--- config.mk ---
export PLATFORM = sky130hd
export DESIGN_NAME = cla_nibble_sequencer_flat
export DESIGN_NICKNAME = d
export VERILOG_FILES = /design/src/rtl/cla_nibble_sequencer_pkg.sv /design/src/rtl/cla_nibble_sequencer_if.sv /design/src/rtl/cla_nibble_sequencer_cla.sv /design/src/rtl/cla_nibble_sequencer.sv /design/src/flat_wrapper.sv
export SDC_FILE = /design/constraint.sdc
export NUM_CORES = 1
export LEC_CHECK = 0
export BUFFER_PORTS_ARGS = -buffer_cell sky130_fd_sc_hd__buf_2
export CAP_MARGIN = 20
export CORE_MARGIN = 2
export CORE_UTILIZATION = 58
export CTS_CLUSTER_SIZE = 20
export DETAILED_ROUTE_END_ITERATION = 10
export PLACE_DENSITY = 0.84
export SYNTH_ARGS = -nofsm -noshare
export SYNTH_HDL_FRONTEND = slang
export SYNTH_SLANG_ARGS = --single-unit
--- constraint.sdc ---
create_clock -name clk -period 4.8 [get_ports clk]
set_clock_uncertainty 0.15 [all_clocks]
set_input_delay 0.96 -clock clk [delete_from_list [all_inputs] [get_ports clk]]
set_output_delay 0.96 -clock clk [all_outputs]
set_load 0.01 [all_outputs]
--- src/rtl/cla_nibble_sequencer_pkg.sv ---
// rtl/cla_nibble_sequencer_pkg.sv - shared types and constants for the nibble-serial adder
package cla_nibble_sequencer_pkg;

  localparam int NIB_W = 4;

  typedef enum logic [1:0] {
    IDLE = 2'd0,
    RUN  = 2'd1,
    DONE = 2'd2
  } state_t;

  // Nibble counter width; a single-nibble adder still needs one counter bit.
  function automatic int cnt_width(input int nibbles);
    return (nibbles > 1) ? $clog2(nibbles) : 1;
  endfunction

endpackage

--- src/rtl/cla_nibble_sequencer_if.sv ---
// rtl/cla_nibble_sequencer_if.sv - operand/result handshake bundle for the nibble-serial adder
interface cla_nibble_sequencer_if #(
  parameter int NIBBLES = 4
);
  import cla_nibble_sequencer_pkg::*;

  localparam int W = NIB_W * NIBBLES;

  logic         in_valid;
  logic         in_ready;
  logic [W-1:0] a;
  logic [W-1:0] b;
  logic         cin;
  logic         out_valid;
  logic         out_ready;
  logic [W-1:0] sum;
  logic         cout;
  logic         ovf;
  logic         zero;
  logic         busy;

  modport master (
    output in_valid, a, b, cin, out_ready,
    input  in_ready, out_valid, sum, cout, ovf, zero, busy
  );

  modport slave (
    input  in_valid, a, b, cin, out_ready,
    output in_ready, out_valid, sum, cout, ovf, zero, busy
  );

endinterface

--- src/rtl/cla_nibble_sequencer_cla.sv ---
// rtl/cla_nibble_sequencer_cla.sv - 4-bit carry-lookahead adder slice
module cla_nibble_sequencer_cla
  import cla_nibble_sequencer_pkg::*;
(
  input  logic [NIB_W-1:0] a,
  input  logic [NIB_W-1:0] b,
  input  logic             cin,
  output logic [NIB_W-1:0] sum,
  output logic             cout
);

  logic [NIB_W-1:0] g;
  logic [NIB_W-1:0] p;
  logic [NIB_W:0]   c;

  assign g = a & b;
  assign p = a ^ b;

  // Every carry is flattened from generate/propagate terms, no ripple chain.
  assign c[0] = cin;
  assign c[1] = g[0] | (p[0] & cin);
  assign c[2] = g[1] | (p[1] & g[0]) | (p[1] & p[0] & cin);
  assign c[3] = g[2] | (p[2] & g[1]) | (p[2] & p[1] & g[0])
              | (p[2] & p[1] & p[0] & cin);
  assign c[4] = g[3] | (p[3] & g[2]) | (p[3] & p[2] & g[1])
              | (p[3] & p[2] & p[1] & g[0]) | (p[3] & p[2] & p[1] & p[0] & cin);

  assign sum  = p ^ c[NIB_W-1:0];
  assign cout = c[NIB_W];

endmodule

--- src/rtl/cla_nibble_sequencer.sv ---
// rtl/cla_nibble_sequencer.sv - wide adder that reuses one CLA slice, one nibble per clock
module cla_nibble_sequencer
  import cla_nibble_sequencer_pkg::*;
#(
  parameter int NIBBLES = 4
) (
  input  logic                  clk,
  input  logic                  rst_n,
  cla_nibble_sequencer_if.slave bus
);

  localparam int W  = NIB_W * NIBBLES;
  localparam int CW = cnt_width(NIBBLES);
  localparam logic [CW-1:0] LAST = CW'(NIBBLES - 1);

  state_t state_q;
  state_t state_d;

  logic [W-1:0]     a_sh;
  logic [W-1:0]     b_sh;
  logic [W-1:0]     sum_sh;
  logic             carry_q;
  logic [CW-1:0]    cnt_q;
  logic             a_msb_q;
  logic             b_msb_q;
  logic             cout_q;
  logic             ovf_q;
  logic             zero_q;
  logic             out_valid_q;

  logic [NIB_W-1:0] slice_sum;
  logic             slice_cout;
  logic [W-1:0]     sum_next;

  cla_nibble_sequencer_cla u_cla (
    .a    (a_sh[NIB_W-1:0]),
    .b    (b_sh[NIB_W-1:0]),
    .cin  (carry_q),
    .sum  (slice_sum),
    .cout (slice_cout)
  );

  // The new nibble enters at the top so the LSB nibble ends up at the bottom.
  if (NIBBLES > 1) begin : g_wide
    assign sum_next = {slice_sum, sum_sh[W-1:NIB_W]};
  end else begin : g_single
    assign sum_next = slice_sum;
  end

  // State register.
  always_ff @(posedge clk) begin
    if (!rst_n) state_q <= IDLE;
    else        state_q <= state_d;
  end

  // Next-state decode: accept in IDLE, count nibbles in RUN, hold in DONE until taken.
  always_comb begin
    state_d = state_q;
    case (state_q)
      IDLE:    if (bus.in_valid)    state_d = RUN;
      RUN:     if (cnt_q == LAST)   state_d = DONE;
      DONE:    if (bus.out_ready)   state_d = IDLE;
      default:                      state_d = IDLE;
    endcase
  end

  // Datapath: capture operands, shift one nibble per RUN cycle, latch flags on the last nibble.
  always_ff @(posedge clk) begin
    if (!rst_n) begin
      a_sh        <= '0;
      b_sh        <= '0;
      sum_sh      <= '0;
      carry_q     <= 1'b0;
      cnt_q       <= '0;
      a_msb_q     <= 1'b0;
      b_msb_q     <= 1'b0;
      cout_q      <= 1'b0;
      ovf_q       <= 1'b0;
      zero_q      <= 1'b0;
      out_valid_q <= 1'b0;
    end else begin
      case (state_q)
        IDLE: begin
          if (bus.in_valid) begin
            a_sh    <= bus.a;
            b_sh    <= bus.b;
            carry_q <= bus.cin;
            cnt_q   <= '0;
            a_msb_q <= bus.a[W-1];
            b_msb_q <= bus.b[W-1];
          end
        end
        RUN: begin
          sum_sh  <= sum_next;
          carry_q <= slice_cout;
          a_sh    <= a_sh >> NIB_W;
          b_sh    <= b_sh >> NIB_W;
          cnt_q   <= cnt_q + CW'(1);
          if (cnt_q == LAST) begin
            cout_q      <= slice_cout;
            zero_q      <= (sum_next == '0);
            ovf_q       <= a_msb_q ^ b_msb_q ^ sum_next[W-1] ^ slice_cout;
            out_valid_q <= 1'b1;
          end
        end
        DONE: begin
          if (bus.out_ready) out_valid_q <= 1'b0;
        end
        default: out_valid_q <= 1'b0;
      endcase
    end
  end

  assign bus.in_ready  = (state_q == IDLE);
  assign bus.busy      = (state_q != IDLE);
  assign bus.out_valid = out_valid_q;
  assign bus.sum       = sum_sh;
  assign bus.cout      = cout_q;
  assign bus.ovf       = ovf_q;
  assign bus.zero      = zero_q;

endmodule

--- src/flat_wrapper.sv ---
// flat-port wrapper written by rule: the top's interface ports become plain ports
module cla_nibble_sequencer_flat import cla_nibble_sequencer_pkg::*;
#(
  parameter int NIBBLES = 4
)
  (clk, rst_n, bus_in_valid, bus_a, bus_b, bus_cin, bus_out_ready, bus_in_ready, bus_out_valid, bus_sum, bus_cout, bus_ovf, bus_zero, bus_busy);
  cla_nibble_sequencer_if #(.NIBBLES(NIBBLES)) bus_i ();
  input  logic clk;
  input  logic rst_n;
  input wire logic [$bits(bus_i.in_valid)-1:0] bus_in_valid;
  input wire logic [$bits(bus_i.a)-1:0] bus_a;
  input wire logic [$bits(bus_i.b)-1:0] bus_b;
  input wire logic [$bits(bus_i.cin)-1:0] bus_cin;
  input wire logic [$bits(bus_i.out_ready)-1:0] bus_out_ready;
  output wire logic [$bits(bus_i.in_ready)-1:0] bus_in_ready;
  output wire logic [$bits(bus_i.out_valid)-1:0] bus_out_valid;
  output wire logic [$bits(bus_i.sum)-1:0] bus_sum;
  output wire logic [$bits(bus_i.cout)-1:0] bus_cout;
  output wire logic [$bits(bus_i.ovf)-1:0] bus_ovf;
  output wire logic [$bits(bus_i.zero)-1:0] bus_zero;
  output wire logic [$bits(bus_i.busy)-1:0] bus_busy;
  assign bus_i.in_valid = bus_in_valid;
  assign bus_i.a = bus_a;
  assign bus_i.b = bus_b;
  assign bus_i.cin = bus_cin;
  assign bus_i.out_ready = bus_out_ready;
  assign bus_in_ready = bus_i.in_ready;
  assign bus_out_valid = bus_i.out_valid;
  assign bus_sum = bus_i.sum;
  assign bus_cout = bus_i.cout;
  assign bus_ovf = bus_i.ovf;
  assign bus_zero = bus_i.zero;
  assign bus_busy = bus_i.busy;
  cla_nibble_sequencer #(.NIBBLES(NIBBLES)) u_core (.clk(clk), .rst_n(rst_n), .bus(bus_i));
endmodule
# Word-level counts from Yosys, hierarchy flattened
# Index checks and enable logic that the tools add are counted.
# totals
register_bits	59
out_inout_bits	22
# op_classes
n_addsub	1
n_eq_ne	6
mux	15
n_bitwise	33
reduce_logical	9
# op_table
cell	n
$pmux W16 S2	2
$mux W16	2
$and A1 B1 Y1	16
$logic_not A16 Y1	1
$or A1 B1 Y1	10
$mux W2	4
$xor A4 B4 Y4	2
$pmux W2 S3	1
$reduce_and A2 Y1	3
$reduce_and A3 Y1	2
$and A4 B4 Y4	1
$eq A2 B2 Y1 const B	2
$ne A2 B2 Y1 const B	2
$pmux W2 S2	1
$reduce_bool A2 Y1	2
$mux W1	3
$pmux W1 S3	1
$xor A1 B1 Y1	3
$add A2 B1 Y2 const B	1
$eq A2 B1 Y1 const B	1
$logic_not A2 Y1	1
$ne A2 B1 Y1 const B	1
$pmux W1 S2	1
$not A1 Y1	1

# Longest topological paths before layout
# depth
ltp_word	8
mapped_depth	8

# Cells and area by module
# A second synthesis with hierarchy kept.
# hier_totals
cells_unflattened	312
area_unflattened_um2	2531.2
# by_module_without_submodules
module	n_inst	cells_each	area_per_inst_um2
cla_nibble_sequencer	1	299	2398.6
cla_nibble_sequencer_cla	1	13	132.6

# Worst setup path after synthesis
# Ideal clock, no wire load.
# synth_timing
path_kind	input port to flip-flop
startpoint	in bus_in_valid
endpoint	reg u_core.carry_q
setup_time_ps	123
arrival_ps	1580
required_time_ps	4527
setup_slack_ps	2947
cell_stages	5
n_path_buf	2
cell_sequence	and2_4 buf_8 buf_12 a22oi_1 a21boi_1
# synth_via
elab_chain_cells	2
# synth_lines
element	line	rtl
from (decl)	flat_wrapper.sv:10	input wire logic [$bits(bus_i.in_valid)-1:0] bus_in_valid;
$ne A2 B2 Y1 (no line)	-	
$reduce_and A2 Y1 (no line)	-	
to (signal assigned)	cla_nibble_sequencer.sv:87	carry_q <= bus.cin;
to (signal assigned)	cla_nibble_sequencer.sv:95	carry_q <= slice_cout;
to (decl)	cla_nibble_sequencer.sv:22	logic carry_q;
# No other way between the ends.
# A chain may end at the register's enable or synchronous reset.

# Worst setup path after layout
# layout_timing
startpoint	reg u_core.state_q[0]
endpoint	out bus_busy
# layout_via
elab_chain_cells	1
# layout_lines
element	line	rtl
from (decl)	cla_nibble_sequencer.sv:16	state_t state_q;
from (signal assigned)	cla_nibble_sequencer.sv:53	else state_q <= state_d;
$reduce_bool A2 Y1	cla_nibble_sequencer.sv:115	assign bus.busy = (state_q != IDLE);
to (decl)	flat_wrapper.sv:21	output wire logic [$bits(bus_i.busy)-1:0] bus_busy;
# No other way between the ends.

==> summary.md <==
| Metric | Value |
|---|---|
| Power per standard cell area | `roughly 370 nW/um^2` |
| Post-synth EDFFs | `0` |
| Pint | `0.000911 W` |
| Sequential area share after synthesis | `a little over two fifths` |
| Setup Fix Bufs, Post-CTS | `0` |
| DP HPWL | `around 3700 um` |
| Adder-cell share of the synthesized area | `2.92%` |
| Die W | `73.8 um` |
| Required time of the critical path | `3.69 ns` |
| Least-Margin Pin Slew | `1.02 ns` |
| Synth top area share | `between 40% and 50%` |
| Mapped Nets | `approximately 370` |
| Pre-Repair DR Iteration Count | `4` |
| Ys flop type | `dfxtp_1` |
| Vias in the first global route | `approximately 2100` |
| Syn_area_per_cell | `8.77 um^2` |
| Clock sinks | `just under 60` |
| Antenna Cells | `0` |
| Top post-synthesis cells by area | `dfxtp_1 (42%), nand2_1 (11%), o211a_1 (8.9%)` |
| Comb power frac | `13.8%` |
| Core Region | `between 4000 and 5000 um^2` |
| Max Root-Sink Buffers | `2` |
| Worst Path Buf+Inv | `2` |
| Initial antenna violation count | `0` |
| Slew Limit Fails | `0` |
| Yosys warns | `0` |
| PostCTS Resize Cnt | `0` |
| Synth Area in Simple Gates | `25.8%` |
| Global-route wire length before repair | `roughly 9400 um` |
| Initial core utilization | `about three fifths` |
| # hold bufs at CTS | `0` |
| Post-synth top area cell | `dfxtp_1` |
| # Max-Cap Violations | `0` |
| Post-synth ARST share | `0%` |
| NetSw | `between 0.0003 and 0.0004 W` |
| Crit path time final | `about 2.2 ns` |
| CP Capture Type | `output pin` |
| Largest net degree at the start of global routing | `74` |
| DR vias/cell | `about 5.4` |
| Critical path arrival | `1.13 ns` |
| Final core utilization | `slightly below 70%` |
| Final period utilization | `between 40% and 50%` |
| Synth Area in XOR/XNOR | `0.930%` |
| Top Usage Layer GRT | `met2` |
| Clock Power Share | `a little over two fifths` |
| Num CTS Buffers | `9` |
| Number of I/O port buffers | `58` |
| Fill count | `just over 400` |
| Grt total ovfl | `0` |
| GPL Wtd Cong | `between 0.7 and 0.8` |
| Fin nets | `about 400` |
| Leak | `~1.6 nW` |
| Avg WL per Cell | `between 10 and 15 um` |
| Die Ht | `roughly 74 um` |
| Max FO, Critical Path | `7` |
| Clock latency on the worst-skew pair | `0.34 ns` |
| Switch share | `around 25%` |
| Die ar. | `roughly 5400 um^2` |
| Maximum vdd drop | `approximately 0.24 mV` |
| CTS clk-pin slew, worst paths | `about 0.07 ns` |
| Final Hold Slack | `between 0.3 and 0.4 ns` |
| Most frequent cell after synthesis | `nand2_1` |
| Synthesis-stage register bit count | `a little under 60` |
| Crit-path leading delay family | `flip-flops` |
| Mux share of post-synthesis cell area | `0.354%` |
| Hold WC Path Type | `reg -> reg` |
| Largest family of logic cells by synthesized area | `simple AND/OR/NAND/NOR gates` |
| Met1 Use GR | `between 20% and 30%` |
| Status | `completed` |
| Met2 Usage GRT | `about a third` |
| Post-Route Setup TNS | `0 ns` |
| Row count | `25` |
| CP Class | `reg -> out` |
| Residual DRC | `0` |
| Post-synth top cells | `nand2_1 (85), dfxtp_1 (59), o211a_1 (25), a21boi_0 (22), nand3_1 (21)` |
| RSZ-0062 raised after global routing | `no` |
| Routed Wire Length | `5780 um` |
| Synth Area in Compound Gates | `between 20% and 30%` |
| Met3 GRT Util | `under 10%` |
| Seq pwr share | `approximately 44%` |
| Fmax achieved | `approximately 450 MHz` |
| CP Launch Type | `register` |
| Layout cell share with drive strength beyond 1 | `between 20% and 30%` |
| Antenna violation net count after detailed routing | `0` |
| DR vias | `around 2400` |
| GRT Resource Usage Total | `23.1%` |
| Hold Fails Final Rpt | `0` |
| Worst rel slew slack | `32.0%` |
| P&R area growth vs syn | `15.8%` |
| Gate count of the mapped netlist | `around 320` |
| DR iter-0 viols | `roughly 130` |
| Max stage delay on crit path | `0.53 ns` |
| CP max-delay cell | `dfxtp_1` |
| Synthesized area | `roughly 2800 um^2` |
| CP Cell Sequence | `nor2_4 -> inv_1 -> buf_2` |
| CTS tree | `done` |
| Final setup vio count | `0` |
| IO Pins | `59` |
| Root buffer cell | `clkbuf_8` |
| H-tree depth | `3` |
| Netlist cell types | `46` |
## placed cells by master, fill, tap and decap left out, types with 7 or more instances in the layout
master | Yosys | layout
inv_1 | 7 | 7
nand2_2 | 9 | 9
a21boi_0 | 22 | 22
buf_2 | 8 | 58
o21ai_0 | 7 | 7
o211a_1 | 25 | 25
nand3_2 | 9 | 9
nand3_1 | 21 | 21
dfxtp_1 | 59 | 59
nand2_1 | 85 | 85
clkbuf_8 | 0 | 11
## flip-flops by register name, summed over array words and instances, names as in the netlist
| signal | cells |
|---|---|
| u_core.a_msb_q | 1 |
| u_core.a_sh | 16 |
| u_core.b_msb_q | 1 |
| u_core.b_sh | 16 |
| u_core.bus.cout | 1 |
| u_core.bus.out_valid | 1 |
| u_core.bus.ovf | 1 |
| u_core.bus.sum | 16 |
| u_core.bus.zero | 1 |
| u_core.carry_q | 1 |
| u_core.cnt_q | 2 |
| u_core.state_q | 2 |
## area by class of cell
cell class	instances	area [um^2]	area share, %
clock buffer	12	155	4.74
clock inverter	4	72.6	2.22
tap	67	83.8	2.56
multi-input combinational	232	1450	44.5
inverter	7	26.3	0.803
timing repair buffer	59	298	9.10
sequential	59	1180	36.1
## layer usage
| metal | vias to the layer above | part of all wire (%) |
|---|---|---|
| li1 | 1198 | - |
| met1 | 1100 | 45 |
| met4 | 0 | 0.76 |
| met3 | 4 | 5.6 |
| met2 | 60 | 49 |
| met5 | - | 0 |
## final timing paths
| kind | from | to | slack [ns] | cells past startpoint |
|---|---|---|---|---|
| min | u_core.bus.sum[0] | u_core.bus.sum[0] | 0.31 | 2 |
| max reg2reg | u_core.carry_q | u_core.bus.zero | 2.73 | 7 |
| max | u_core.state_q[0] | bus_busy | 2.56 | 3 |
| min reg2reg | u_core.bus.sum[0] | u_core.bus.sum[0] | 0.31 | 2 |
## per-stage QoR
stage	setup slack, ns	instance area (um^2)	cells	power [W]
6_report	2.56	3270	440	0.00122
5_1_grt	2.48	3270	440	0.00128
4_1_cts	2.54	3270	440	0.00123
3_5_place_dp	2.35	3040	424	0.000717
3_3_place_gp	2.39	3040	424	0.000709
2_1_floorplan	2.95	2820	322	0.000681
## power by group through the flow
stage | Combinational (W) | Sequential, W | Clock (W)
after global routing | 0.000189 | 0.000542 | 0.000546
after floorplan | 0.000135 | 0.000545 | 0
after CTS | 0.000170 | 0.000539 | 0.000524
after detailed placement | 0.000168 | 0.000549 | 0
after global placement | 0.000161 | 0.000548 | 0
final | 0.000169 | 0.000539 | 0.000514
## logic make-up after synthesis
logic type	count (synthesis)
simple gates	148
flops	59
mux	1
compound gates	74
buf+inv	31
xor+xnor	3
fa+ha+maj	6
## worst min-delay path, cell delays in order, from the launching register on
cell	delay, ns
dfxtp_1	0.31
nand2_1	0.04
a21boi_0	0.06
Power figures use the tool's default switching activity.
